--- src/rtl/tpu_pkg.sv ---
// Shared TPU types and sizing for the PE feeder: operand format, buffer depths and FSM states.
package tpu_pkg;
    localparam int DATA_W    = 16;
    localparam int FRAC_W    = 8;
    localparam int N_W       = 2;
    localparam int MAX_VEC   = 8;
    localparam int DRAIN_CYC = 3;

    localparam int WCW = $clog2(N_W + 1);
    localparam int XCW = $clog2(MAX_VEC + 1);
    localparam int BCW = (XCW > WCW) ? XCW : WCW;
    localparam int DCW = $clog2(DRAIN_CYC + 1);

    typedef logic signed [DATA_W-1:0] fixed_t;

    typedef enum logic [1:0] {
        IDLE,
        LOAD_W,
        STREAM,
        DRAIN
    } feeder_state_t;
endpackage

--- src/rtl/feeder_buf.sv ---
// Write-once-per-slot register file with fill count and a sequential read pointer.
// A write landing in the slot being read is forwarded so a same-cycle write+read sees it.
module feeder_buf #(
    parameter  int WIDTH = 16,
    parameter  int DEPTH = 2,
    localparam int CW    = $clog2(DEPTH + 1),
    localparam int AW    = (DEPTH > 1) ? $clog2(DEPTH) : 1
) (
    input  logic             clk,
    input  logic             rst,
    input  logic             wr_en,
    input  logic [WIDTH-1:0] wr_data,
    input  logic             clr,
    input  logic             rd_clr,
    input  logic             rd_adv,
    output logic [CW-1:0]    count,
    output logic             full,
    output logic [WIDTH-1:0] rd_data
);
    logic [WIDTH-1:0] mem [DEPTH];
    logic [CW-1:0]    rd_idx;
    logic             wr_fire;

    assign full    = (count == CW'(DEPTH));
    assign wr_fire = wr_en && !full;
    assign rd_data = (wr_fire && (rd_idx == count)) ? wr_data : mem[rd_idx[AW-1:0]];

    always_ff @(posedge clk or negedge rst) begin
        if (!rst) begin
            count  <= '0;
            rd_idx <= '0;
        end else begin
            if (clr)
                count <= '0;
            else if (wr_fire)
                count <= count + 1'b1;

            if (rd_clr)
                rd_idx <= '0;
            else if (rd_adv)
                rd_idx <= rd_idx + 1'b1;
        end
    end

    always_ff @(posedge clk) begin
        if (wr_fire)
            mem[count[AW-1:0]] <= wr_data;
    end
endmodule

--- src/rtl/pe_feeder.sv ---
// Transmit sequencer for a PE chain: shifts N_W weights in, streams buffered input/psum beats
// with a switch marker on the first beat, drains, then pulses done.
module pe_feeder
    import tpu_pkg::*;
(
    input  logic          clk,
    input  logic          rst,
    input  logic          w_wr_en,
    input  fixed_t        w_wr_data,
    input  logic          x_wr_en,
    input  fixed_t        x_wr_input,
    input  fixed_t        x_wr_psum,
    input  logic          start,
    input  logic          abort,
    output logic          busy,
    output logic          done,
    output logic          err,
    output logic          fd_accept_w,
    output fixed_t        fd_weight,
    output logic          fd_valid,
    output fixed_t        fd_input,
    output fixed_t        fd_psum,
    output logic          fd_switch,
    output feeder_state_t dbg_state
);
    // Handshake: fd_accept_w qualifies fd_weight and fd_valid qualifies fd_input/fd_psum;
    // there is no backpressure, the PE chain consumes one beat per cycle while qualified.
    feeder_state_t     state;
    logic [BCW-1:0]    beat;
    logic [DCW-1:0]    drain_cnt;
    logic [WCW-1:0]    w_count;
    logic [WCW-1:0]    w_count_nxt;
    logic [XCW-1:0]    x_count;
    logic              w_full;
    logic              x_full;
    logic [DATA_W-1:0] w_rd;
    logic [2*DATA_W-1:0] x_rd;
    logic              idle;
    logic              w_wr_ok;
    logic              start_ok;
    logic              w_last;
    logic              x_last;
    logic              drain_last;
    logic              finish;
    logic              to_idle;
    logic              w_adv;
    logic              x_adv;
    logic              err_set;

    assign dbg_state   = state;
    assign idle        = (state == IDLE);
    assign w_wr_ok     = w_wr_en && idle && !w_full;
    // start sees the weight count as it will be after a same-cycle write
    assign w_count_nxt = w_count + WCW'(w_wr_ok);
    assign start_ok    = idle && start && (w_count_nxt == WCW'(N_W));
    assign w_last      = (beat == BCW'(N_W));
    assign x_last      = (beat == BCW'(x_count));
    assign drain_last  = (drain_cnt == DCW'(DRAIN_CYC));
    assign finish      = (state == DRAIN) && !abort && drain_last;
    assign to_idle     = (!idle && abort) || finish;
    assign w_adv       = start_ok || ((state == LOAD_W) && !abort && !w_last);
    assign x_adv       = !abort && (((state == LOAD_W) && w_last && (x_count != '0)) ||
                                    ((state == STREAM) && !x_last));
    assign err_set     = (w_wr_en && (!idle || w_full)) ||
                         (x_wr_en && (!idle || x_full)) ||
                         (idle && start && !start_ok);

    feeder_buf #(.WIDTH(DATA_W), .DEPTH(N_W)) u_wbuf (
        .clk     (clk),
        .rst     (rst),
        .wr_en   (w_wr_en && idle),
        .wr_data (w_wr_data),
        .clr     (finish),
        .rd_clr  (to_idle),
        .rd_adv  (w_adv),
        .count   (w_count),
        .full    (w_full),
        .rd_data (w_rd)
    );

    feeder_buf #(.WIDTH(2*DATA_W), .DEPTH(MAX_VEC)) u_xbuf (
        .clk     (clk),
        .rst     (rst),
        .wr_en   (x_wr_en && idle),
        .wr_data ({x_wr_input, x_wr_psum}),
        .clr     (finish),
        .rd_clr  (to_idle),
        .rd_adv  (x_adv),
        .count   (x_count),
        .full    (x_full),
        .rd_data (x_rd)
    );

    always_ff @(posedge clk or negedge rst) begin
        if (!rst) begin
            state       <= IDLE;
            busy        <= 1'b0;
            done        <= 1'b0;
            err         <= 1'b0;
            beat        <= '0;
            drain_cnt   <= '0;
            fd_accept_w <= 1'b0;
            fd_weight   <= '0;
            fd_valid    <= 1'b0;
            fd_input    <= '0;
            fd_psum     <= '0;
            fd_switch   <= 1'b0;
        end else begin
            // data lanes return to zero unless a beat is issued this cycle
            fd_accept_w <= 1'b0;
            fd_weight   <= '0;
            fd_valid    <= 1'b0;
            fd_input    <= '0;
            fd_psum     <= '0;
            fd_switch   <= 1'b0;
            done        <= 1'b0;
            if (err_set)
                err <= 1'b1;

            if (to_idle) begin
                state <= IDLE;
                busy  <= 1'b0;
                done  <= finish;
            end else begin
                case (state)
                    IDLE: begin
                        if (start_ok) begin
                            state       <= LOAD_W;
                            busy        <= 1'b1;
                            fd_accept_w <= 1'b1;
                            fd_weight   <= w_rd;
                            beat        <= BCW'(1);
                        end
                    end
                    LOAD_W: begin
                        if (!w_last) begin
                            fd_accept_w <= 1'b1;
                            fd_weight   <= w_rd;
                            beat        <= beat + 1'b1;
                        end else if (x_count != '0) begin
                            state                <= STREAM;
                            fd_valid             <= 1'b1;
                            fd_switch            <= 1'b1;
                            {fd_input, fd_psum}  <= x_rd;
                            beat                 <= BCW'(1);
                        end else begin
                            state     <= DRAIN;
                            drain_cnt <= DCW'(1);
                        end
                    end
                    STREAM: begin
                        if (!x_last) begin
                            fd_valid            <= 1'b1;
                            {fd_input, fd_psum} <= x_rd;
                            beat                <= beat + 1'b1;
                        end else begin
                            state     <= DRAIN;
                            drain_cnt <= DCW'(1);
                        end
                    end
                    DRAIN: begin
                        drain_cnt <= drain_cnt + 1'b1;
                    end
                    default: state <= IDLE;
                endcase
            end
        end
    end
endmodule

--- config.mk ---
export PLATFORM = sky130hd
export DESIGN_NAME = pe_feeder
export DESIGN_NICKNAME = d
export VERILOG_FILES = /design/src/rtl/tpu_pkg.sv /design/src/rtl/feeder_buf.sv /design/src/rtl/pe_feeder.sv
export SDC_FILE = /design/constraint.sdc
export NUM_CORES = 1
export LEC_CHECK = 0
export ABC_AREA = 1
export CAP_MARGIN = 10
export CORE_ASPECT_RATIO = 1.75
export CORE_MARGIN = 3
export CORE_UTILIZATION = 58
export DETAILED_ROUTE_END_ITERATION = 12
export PLACE_DENSITY = 0.77
export SLEW_MARGIN = 20
export SYNTH_ARGS = -nofsm -noshare
export SYNTH_HDL_FRONTEND = slang
export SYNTH_SLANG_ARGS = --single-unit
export TNS_END_PERCENT = 100
--- constraint.sdc ---
create_clock -name clk -period 4.3 [get_ports clk]
set_clock_uncertainty 0.1 [all_clocks]
set_input_delay 0.645 -clock clk [delete_from_list [all_inputs] [get_ports clk]]
set_output_delay 0.645 -clock clk [all_outputs]
set_load 0.01 [all_outputs]
==> metrics <==
YS warnings 0; worst hold path type input pin to asynchronous set/reset pin; P_leak ~0.0064 µW; Hold Buf Count CTS 0; CP Data Required Time 4690 ps; number of I/O pins 110; DR pass1 iterations 5; Post-Syn Nets ~1400; CTS tree built; Reg clk slew, reported paths around 70 ps; mean routed wirelength per cell around 19 µm; instance count of the mapped netlist about 1300; Fin. Hold Viols 0; crit start category flop; H-tree levels 1; row count 77; Max Cap Viol 0; dpl ws between 1000 and 1500 ps; Max-Slew Margin vs Limit 0.2806; placed wire-length estimate 19.42 mm; root buffer cell clkbuf_16; share of cells above drive strength 1 0.09893; VDD IR max around 0.43 mV; Synth Flop Type edfxtp_1; syn_area_per_cell around 12 µm²; net count reported at finish about 1400; Total Neg Setup Slack 0 ps; CTS sink count between 300 and 400; RSZ-0062 raised after global routing false; largest net degree at the start of global routing 74; Avg Vias per Cell roughly 5.7; initial antenna violation count 0; Finished Layout Cells 1721; Post-synth top cells 288 x edfxtp_1, 252 x nor2_1, 211 x nand2_1; status completed; crit share post-route 0.6633; Worst setup EP type flop; dpl cells approximately 1700; post-layout min period roughly 2900 ps; DRT iter0 DRCs roughly 790; dominant cells by area after synthesis edfxtp_1 58%, dfrtp_1 12%, nor2_1 6.3%, nand2_1 5.3%, nand3_1 3.0%; Slew @ Worst Pin between 1000 and 1500 ps; clk buf depth 3; Core ar. ~25000 µm²; multi-input logic area ~4000 µm²; RD Place Congestion slightly below 0.8; DRT Wirelength roughly 33 mm; max-slew violations 0; Area Overhead vs Synth 15.40%; Num CTS Buffers 31; Resized cells post-CTS 0; Die Ht ~220 µm; sequential-to-total area share from yosys stat 0.7022; # diodes 0; CP Class flop to flop; top cell type's share of synthesized area 0.5784; Chip Width 127.4 µm; cell taking the most area after synthesis edfxtp_1; routed via count ~9900; number of global-route vias before repair roughly 10000; asr flop ratio synth 0.2044; Register Area 10510 µm²; antenna viol nets, final 0; # DRC 0; final setup violating endpoints 0; first-pass GRT wire length about 52 mm; mapped cell area approximately 15000 µm²; grt total ovfl 0; fmax 350.6 MHz; Starting Density 0.5901; Distinct cells, synth 37; Die ar. approximately 28000 µm²; PwrDens roughly 620 nW/µm²; Max FO, Critical Path 72; gr usage total 0.2382; clock latency on the worst-skew pair between 500 and 600 ps; Post-CTS Setup Bufs 0; Arr. time, crit path 3240 ps; Final WS setup around 1400 ps; top-count cell post-synth edfxtp_1; Util after Layout 0.6810; Filler Cell Count approximately 1800; Port Buffer Count about 110; Post-synth EDFFs ~290; post-synthesis register bit count between 300 and 400
[placed cells by master, fill, tap and decap left out, types with 3 or more instances in the layout]
cell	instances
xnor2_1	4
nand3_1	89
clkinv_1	6
o21ai_1	44
ha_1	13
xor2_1	6
nand3_2	3
a21oi_1	69
o21ai_2	30
inv_1	26
or2_2	3
nor2_1	245
inv_2	6
dfrtp_1	72
nor2_4	7
edfxtp_1	288
clkbuf_16	31
nand2_4	3
o21ai_0	68
clkbuf_1	7
bufinv_16	3
clkdlybuf4s50_1	108
nor2_2	7
nand2_1	211
nand4_1	3
nand2_2	8
clkinv_2	6
buf_4	17
[critical path, stage by stage, from the launching register on]
cell     delay [ps]
dfrtp_4         760
inv_4           680
buf_4           440
nor2_1           80
o21ai_0         190
a21oi_1         120
o21ai_2         160
nand2_1          70
nor2_1          110
[sequential cells by signal (all words and copies together) (netlist names), 2 cells and up]
name,cells
beat,4
dbg_state,2
drain_cnt,2
fd_input,16
fd_psum,16
fd_weight,16
u_wbuf.count,2
u_wbuf.mem,32
u_wbuf.rd_idx,2
u_xbuf.count,4
u_xbuf.mem,256
u_xbuf.rd_idx,4
[final cells by class]
class,count,share of cell area
sequential,362,0.6088
multi-input combinational,825,0.2307
timing repair buffer,127,0.07324
clock buffer,38,0.04648
tap,316,0.02291
clock inverter,18,0.009716
inverter,35,0.008194
[logic make-up (layout without fill, tap and decap cells)]
family | after synthesis | after routing | share of synthesized area
buf+inv | 103 | 218 | 0.03548
compound gates | 217 | 217 | 0.08125
simple gates | 585 | 585 | 0.1643
xor+xnor | 10 | 10 | 0.005857
fa+ha+maj | 13 | 13 | 0.01088
flops | 362 | 362 | 0.7022
[path summary, 6_finish.rpt]
check,end,cells after the start,from,slack (ps)
worst max-delay path,fd_psum[4],8,u_xbuf.rd_idx[0],1450
worst min-delay path,fd_psum[10],1,rst,60
worst max register to register,fd_psum[4],8,u_xbuf.rd_idx[0],1450
worst min register to register,drain_cnt[1],2,drain_cnt[1],400
max in group asynchronous,u_xbuf.rd_idx[1],2,rst,3130
min in group clk,drain_cnt[1],2,drain_cnt[1],400
[per-stage QoR]
step | total power [µW] | area (µm²) | hold WS, ps
5_1_grt | 11310 | 17260 | 108.0
4_1_cts | 10750 | 17200 | 77.41
3_5_place_dp | 8054 | 16230 | 392.8
3_3_place_gp | 7939 | 16230 | 374.6
6_report | 10720 | 17260 | 57.94
2_1_floorplan | 6969 | 14950 | 249.4
[routing by layer]
layer / track usage / share of wire / up-vias
met5: 0 / 0 / -
met4: 0.1002 / 0.029 / 0
met3: 0.03399 / 0.062 / 75
met2: 0.4302 / 0.54 / 375
met1: 0.2821 / 0.37 / 4820
li1: - / - / 4619
[report_power, final]
group | internal [µW] | switching (µW) | leakage, µW
logic | 1180 | 2140 | 0.00235
clock network | 1500 | 1210 | 0.000475
registers | 4340 | 345 | 0.00359
Power figures use the tool's default switching activity.
